File: src/rtl/ad9361_dual_tx_axis.sv
// AD9361 dual-channel transmit sample feeder.
// An AXI-Stream source of 128-bit beats fills a small FIFO; the CMOS transmit
// interface pulls one beat per tx_req and gets eight 12-bit samples
// (I/Q for channels 0..3) one cycle later with a valid strobe per channel.
// Optional feature: define AD9361_TX_UNDERRUN_HOLD_EN to replay the last
// popped sample during underrun instead of emitting zeros.
module ad9361_dual_tx_axis #(
  parameter int FIFO_DEPTH_LOG2 = 4,
  parameter int PREFILL         = 8,
  parameter bit REVERSE_DATA    = 1'b0,
  parameter bit USE_AXIS_TLAST  = 1'b0
) (
  input  logic                     clk,
  input  logic                     rst,
  input  logic                     enable,
  input  logic                     s_axis_tvalid,
  output logic                     s_axis_tready,
  input  logic                     s_axis_tlast,
  input  logic [127:0]             s_axis_tdata,
  input  logic                     tx_req,
  output logic                     valid_0,
  output logic                     valid_1,
  output logic                     valid_2,
  output logic                     valid_3,
  output logic [11:0]              data_i0,
  output logic [11:0]              data_q0,
  output logic [11:0]              data_i1,
  output logic [11:0]              data_q1,
  output logic [11:0]              data_i2,
  output logic [11:0]              data_q2,
  output logic [11:0]              data_i3,
  output logic [11:0]              data_q3,
  output logic                     underrun,
  input  logic                     clr_underrun,
  output logic [FIFO_DEPTH_LOG2:0] fill_level
);

  localparam int DEPTH = 1 << FIFO_DEPTH_LOG2;
  localparam int CW    = FIFO_DEPTH_LOG2 + 1;
  localparam logic [CW-1:0] DEPTH_C   = CW'(DEPTH);
  localparam logic [CW-1:0] PREFILL_C = CW'(PREFILL);

  typedef enum logic [1:0] {IDLE, FILL, RUN, UNDERRUN} state_t;

  state_t                     state;
  logic [128:0]               mem [DEPTH];
  logic [FIFO_DEPTH_LOG2-1:0] wr_ptr;
  logic [FIFO_DEPTH_LOG2-1:0] rd_ptr;
  logic [CW-1:0]              count;
  logic [CW-1:0]              count_next;
  logic                       full;
  logic                       empty;
  logic                       push;
  logic                       pop;
  logic                       flush;
  logic                       set_underrun;
  logic [128:0]               head;
  logic [95:0]                sample;
  logic [95:0]                filler;
  logic                       valid_q;

  // Lane k of a beat becomes sample slot k ({I0,Q0,I1,Q1,...}), low 12 bits kept.
  function automatic logic [95:0] unpack_beat(input logic [127:0] d);
    logic [127:0] r;
    logic [95:0]  s;
    for (int k = 0; k < 8; k++) begin
      r[16*k +: 16] = REVERSE_DATA ? d[16*(7-k) +: 16] : d[16*k +: 16];
      s[12*k +: 12] = r[16*k +: 12];
    end
    return s;
  endfunction

  assign full          = (count == DEPTH_C);
  assign empty         = (count == '0);
  assign flush         = ~enable;
  assign s_axis_tready = enable & ~full & ~rst;
  assign push          = s_axis_tvalid & s_axis_tready;
  assign pop           = (state == RUN) & tx_req & ~empty & enable;
  assign head          = mem[rd_ptr];
  assign fill_level    = count;
  assign set_underrun  = enable & tx_req &
                         (((state == RUN) & empty) | (state == UNDERRUN));

  // Occupancy after this cycle; simultaneous push and pop cancel out.
  always_comb begin
    count_next = count;
    if (flush)
      count_next = '0;
    else if (push && !pop)
      count_next = count + 1'b1;
    else if (pop && !push)
      count_next = count - 1'b1;
  end

  // Sample storage; tlast rides along as bit 128 of each entry.
  always_ff @(posedge clk) begin
    if (push)
      mem[wr_ptr] <= {s_axis_tlast, s_axis_tdata};
  end

  // FIFO pointers and occupancy; disabling the block discards everything.
  always_ff @(posedge clk or posedge rst) begin
    if (rst) begin
      wr_ptr <= '0;
      rd_ptr <= '0;
      count  <= '0;
    end else if (flush) begin
      wr_ptr <= '0;
      rd_ptr <= '0;
      count  <= '0;
    end else begin
      if (push)
        wr_ptr <= wr_ptr + 1'b1;
      if (pop)
        rd_ptr <= rd_ptr + 1'b1;
      count <= count_next;
    end
  end

`ifdef AD9361_TX_UNDERRUN_HOLD_EN
  logic [95:0] last_pop;

  // Remember the most recent real sample so underrun can repeat it.
  always_ff @(posedge clk or posedge rst) begin
    if (rst)
      last_pop <= '0;
    else if (flush)
      last_pop <= '0;
    else if (pop)
      last_pop <= unpack_beat(head[127:0]);
  end

  assign filler = last_pop;
`else
  assign filler = '0;
`endif

  // Transmit state machine with registered sample, strobe and underrun flag.
  always_ff @(posedge clk or posedge rst) begin
    if (rst) begin
      state    <= IDLE;
      valid_q  <= 1'b0;
      sample   <= '0;
      underrun <= 1'b0;
    end else begin
      valid_q <= 1'b0;
      if (set_underrun)
        underrun <= 1'b1;
      else if (clr_underrun)
        underrun <= 1'b0;
      if (!enable) begin
        state <= IDLE;
      end else begin
        case (state)
          IDLE: state <= FILL;
          FILL: begin
            if (count_next >= PREFILL_C ||
                (USE_AXIS_TLAST && push && s_axis_tlast))
              state <= RUN;
          end
          RUN: begin
            if (tx_req) begin
              valid_q <= 1'b1;
              if (!empty) begin
                sample <= unpack_beat(head[127:0]);
                if (USE_AXIS_TLAST && head[128])
                  state <= FILL;
              end else begin
                sample <= filler;
                state  <= UNDERRUN;
              end
            end
          end
          UNDERRUN: begin
            if (tx_req) begin
              valid_q <= 1'b1;
              sample  <= filler;
            end
            if (count_next >= PREFILL_C)
              state <= RUN;
          end
          default: state <= IDLE;
        endcase
      end
    end
  end

  assign valid_0 = valid_q;
  assign valid_1 = valid_q;
  assign valid_2 = valid_q;
  assign valid_3 = valid_q;
  assign data_i0 = sample[11:0];
  assign data_q0 = sample[23:12];
  assign data_i1 = sample[35:24];
  assign data_q1 = sample[47:36];
  assign data_i2 = sample[59:48];
  assign data_q2 = sample[71:60];
  assign data_i3 = sample[83:72];
  assign data_q3 = sample[95:84];

endmodule

File: config.mk
export PLATFORM = sky130hd
export DESIGN_NAME = ad9361_dual_tx_axis
export DESIGN_NICKNAME = d
export VERILOG_FILES = /design/src/rtl/ad9361_dual_tx_axis.sv
export SDC_FILE = /design/constraint.sdc
export NUM_CORES = 2
export LEC_CHECK = 0
export BUFFER_PORTS_ARGS = -buffer_cell sky130_fd_sc_hd__buf_4
export CORE_MARGIN = 10
export CORE_UTILIZATION = 45
export CTS_BUF_LIST = sky130_fd_sc_hd__clkbuf_2
export DETAILED_ROUTE_END_ITERATION = 8
export HOLD_SLACK_MARGIN = 0.06
export MAX_ROUTING_LAYER = met4
export PLACE_DENSITY = 0.65
export SYNTH_ARGS = -nofsm -noshare
export SYNTH_HDL_FRONTEND = slang
export SYNTH_SLANG_ARGS = --single-unit
File: constraint.sdc
create_clock -name clk -period 12.4 [get_ports clk]
set_input_delay 2.48 -clock clk [delete_from_list [all_inputs] [get_ports clk]]
set_output_delay 2.48 -clock clk [all_outputs]
set_load 0.02 [all_outputs]
### After elaboration in Yosys (flattened, before gate mapping)

Memories as Yosys holds them, arrays and structs flattened.
Cells that the tools add are included.
Widths: inputs -> output; s select.

* register bits: 113
* bits in writable memories: 2064
* input bits: 135
* output and inout port bits: 107
* logic and storage cells: 73
* memories kept: 1

Memories
* mem: depth 16, bits a word 129, read ports 1, clocked after memory_dff 0, write ports 1, line 46 `logic [128:0] mem [DEPTH];`

* add/subtract/negate cells: 4
* magnitude comparators: 1
* eq/ne operators: 11
* muxes and demuxes: 24
* bitwise operators: 13
* reduce and logical (&&, ||, !) cells: 12

Operator list (number)
* $mux 96: 3
* $pmux 96 s2: 1
* $mux 5: 4
* $mux 4: 4
* $and 1x1->1: 9
* $add 4x1->4 const B: 2
* $mux 2: 4
* $mux 1: 7
* $ne 3x3->1 const B: 2
* $pmux 2 s3: 1
* $add 5x1->5 const B: 1
* $eq 5x5->1 const B: 1
* $ge 5x4->1 const B: 1
* $logic_not 5->1: 1
* $sub 5x1->5 const B: 1
* $eq 2x2->1 const B: 2
* $ne 2x1->1 const B: 2
* $ne 2x2->1 const B: 2
* $reduce_and 4->1: 1
* $reduce_bool 2->1: 2
* $reduce_or 2->1: 2
* $ne 3x2->1 const B: 1
* $not 1->1: 3
* $reduce_and 3->1: 1
* other kinds (5): 7

### Logic depth before layout (Yosys ltp)

* word-level depth: 14
* depth in mapped cells: 8
* gate-level depth less buffers: 7

### Worst setup path before layout

OpenSTA, ideal clock, no wires.

* path type: in2reg
* start point: in enable
* end point: mem mem[3][0] (enable)
* library setup time: 0.668 ns
* data arrival time: 9.823 ns
* required time: 11.732 ns
* setup slack: 1.909 ns
* cell stages on the path: 5
* buffers on the path: 2
* cell sequence: clkbuf_1 > and3_1 > clkbuf_1 > nand2_1 > nor3_1

* cells in the longest elaborated chain, start to end: 5

RTL lines
* start, declared: line 15 `input logic enable,`
* $and 1x1->1 (2 in a row): line 76 `assign s_axis_tready = enable & ~full & ~rst;`
* $and 1x1->1: line 77 `assign push = s_axis_tvalid & s_axis_tready;`
* $mux 1: line 97 `if (push)`
* $mux 1 (not written as such): line 98 `mem[wr_ptr] <= {s_axis_tlast, s_axis_tdata};`
* end, declared: line 46

Every way passes these cells.

### Final worst setup path

* start point: in rst
* end point: out s_axis_tready

* cells in the longest elaborated chain, start to end: 2

RTL lines
* start, declared: line 14 `input logic rst,`
* $not 1->1: line 76
* $and 1x1->1: line 76
* end, declared: line 17 `output logic s_axis_tready,`

Every way passes these cells.

==> flow_summary_export.csv <==
group,metric,value,unit
routing,top_layer,"met4",
finish,nFillCells,10900,
finish,ff_latch_area,0.0490,mm^2
timing,hold_violations,0,
die,dieArea,0.153,mm^2
worst_hold_path,hold_end,"sample[17]",
timing,setup_tns,0,ns
routing,met3_length,10.6,mm
die,fp.dieW,391,um
timing,fin_crit_sh,47.4,%
cts,cts.htree.levels,5,
routing,ant_nets,0,
routing,wl_met1,56.9,mm
synth,ys_seq_area_share,78.9,%
routing,wirelength,142,mm
critical_path,critPathCaptureType,"output port",
synth,synth_compound_area_share,1.52,%
cts,tritoncts,"done",
timing,clock_skew,0.128,ns
routing,drtPass1Iterations,5,
global_route,grt_pass1_vias,31300,
synth,syn_area,0.0620,mm^2
synth,yosysWarnings,0,
routing,route.met2.wl,72.0,mm
status,status,"finished clean",
synth,synth-edff-count,1536,
worst_hold_path,whs_path_depth,1,
cts,cts_resized,0,
finish,fin_util,50.5,%
critical_path,worstSetupPathType,"in2out",
synth,synthMuxAreaShare,17.5,%
critical_path,arrival,3.40,ns
power,leakage,22.5,nW
synth,syn_nets,2614,
worst_hold_path,min_path_type,"reg2reg",
cts,cts_setup_buffers,0,
cts,ctsRootBufferMaster,"clkbuf_2",
global_route,grt_overflow_total,0,
timing,fmax,170,MHz
synth,yosys.area_share.simple,0.595,%
synth,synth_top_family_by_area,"multiplexers",
critical_path,r2r_cells,6,
worst_hold_path,min_from,"sample[17]",
timing,rsz0062_at_grt,"no",
critical_path,reg2reg_slack,7.70,ns
die,die_h,391,um
synth,async_reset_ff_share,6.85,%
timing,finalSetupViolCount,0,
routing,detail_route.wl_per_cell,27.6,um
critical_path,r2r_end,"sample[40]",
routing,initialDrtViolationCount,2793,
synth,yosysUniqueCellTypes,42,
power,power_density,139,mW/mm^2
routing,via_per_inst,5.60,
critical_path,worstPathRequired,9.92,ns
cts,cts_hold_buf,0,
global_route,grt_max_degree,164,
synth,synth-xor-area-share,0.113,%
cts,worstSkewPairLatency,1.66,ns
routing,num_vias,28700,
global_route,grt_pass1_wl,209,mm
finish,drive_gt1_share,42.0,%
synth,ys.flop_type,"edfxtp_1",
die,coreArea,0.137,mm^2
placement,hpwlAfterDp,72.1,mm
synth,yosysTopAreaCell,"edfxtp_1",
die,row_count,136,
routing,drcViolationCount,0,
critical_path,start_kind,"input pin",
cts,path_clk_slew,0.08,ns
power,vdd.ir_drop.worst,0.0605,mV
synth,syn_inst,2471,
synth,syn-mean-instance-area,25.1,um^2
cts,clockBufferDepth,4,
critical_path,r2r_start,"rd_ptr[0]",
global_route,grt_antenna_before_repair,19,
synth,synth_area_leaders,"edfxtp_1, mux4_2, dfrtp_1",
finish,multiInputGateArea,0.0125,mm^2
finish,nets,3143,
critical_path,critPathMaxFanout,41,
placement,numPortBuffers,208,
die,initial_core_util,45.2,%
timing,drv_slew,0,
flow_run,max_cap_viol_count,0,
synth,synth-seq-cells,1649,
synth,synth-adder-area-share,0.194,%
global_route,track_usage,19.2,%
cts,numClockSinks,1649,
timing,period_minus_slack,5.88,ns
synth,synth_top_area_share,74.4,%
timing,fin_hold_ws,0.514,ns
timing,slew_headroom,24.6,%
cts,cts_buffers,403,
placement,gp_congestion,0.728,
finish,area_delta_synth_final,11.7,%
die,ios,242,
timing,tightest_slew,1.13,ns
-- report_power, final --
part | switching [mW] | total (mW) | internal [mW]
Clock | 2.06 | 3.38 | 1.32
Combinational | 0.107 | 0.156 | 0.0487
Sequential | 0.00585 | 6.09 | 6.09
Total | 2.17 | 9.63 | 7.46
-- registers in the layout (all words and copies together) (netlist names) --
name / cells
underrun: 1
mem: 1536
wr_ptr: 4
valid_0: 1
rd_ptr: 4
state: 2
fill_level: 5
sample: 96
-- cells in the mapped netlist (3+ instances only) --
master,n
xnor2_1,6
nor2b_1,3
buf_1,17
buf_6,7
buf_2,13
mux4_2,480
clkbuf_1,71
a22o_1,96
nand2_1,12
nor3_1,7
nand2b_1,3
buf_4,30
and2_1,6
edfxtp_1,1536
nand3_1,5
ha_1,8
nor2_1,14
dfrtp_1,113
inv_1,8
and3_1,6
-- critical path, cell delays in order --
cell,delay (ns)
buf_4,0.14
inv_6,0.38
and3_1,0.26
buf_4,0.14
-- stage by stage --
step                      cell area [um^2]  std cells  power (mW)  setup slack [ns]
after global routing                 69300       5126        10.1              6.43
after floorplan                      62000       2471        6.27              1.91
after CTS                            69200       5103        9.75              6.46
after global placement               65700       4389        6.36              6.02
final                                69300       5127        9.63              6.52
after detailed placement             65700       4389        6.38              5.94
-- logic make-up (layout without fill, tap and decap cells) --
kind of cell | count (synthesis) | after routing
DFF | 1649 | 1649
muxes | 481 | 481
buffers and inverters | 146 | 984
AOI/OAI and AO/OA | 110 | 110
and+or+nand+nor | 67 | 67
adders and majority gates | 10 | 10
xor gates and xnor gates | 8 | 8
other | 0 | 24
-- cell type report --
type	instances	share of cell area [%]
antenna	24	0.0867
clock buffer	599	4.33
clock inverter	115	0.733
inverter	8	0.0506
multi-input combinational	676	18.0
sequential	1649	70.7
tap	1794	3.24
timing repair buffer	262	2.91
-- how the worst max path moves through the flow --
stage,cells after the start,start,endpoint
final,4,rst,s_axis_tready
after global routing,4,rst,s_axis_tready
after CTS,4,rst,s_axis_tready
after detailed placement,7,rst,mem[15][42]
after global placement,7,rst,mem[15][34]
after floorplan,5,enable,mem[3][0]
-- routing by layer --
layer  global-route usage [%]  up-vias
met5                        -        -
met4                     5.51        0
met3                     5.76      159
met2                     30.4     1059
met1                     24.1    15400
li1                         -    12100
-- placed cells by master (no fill, tap or decap), types with 5 or more instances in the layout --
| cell | netlist | final |
|---|---|---|
| nor3_2 | 0 | 5 |
| a22o_1 | 96 | 96 |
| edfxtp_1 | 1536 | 1536 |
| clkinv_1 | 0 | 92 |
| dfrtp_1 | 113 | 109 |
| inv_1 | 8 | 7 |
| clkinv_2 | 0 | 16 |
| and2_1 | 6 | 6 |
| mux4_2 | 480 | 480 |
| buf_4 | 30 | 258 |
| xnor2_1 | 6 | 6 |
| diode_2 | 0 | 24 |
| nor2_4 | 0 | 12 |
| clkbuf_2 | 0 | 599 |
| ha_1 | 8 | 8 |
| and3_1 | 6 | 6 |
| nand2_1 | 12 | 12 |
No activity file was read; power rests on OpenSTA's default activity.
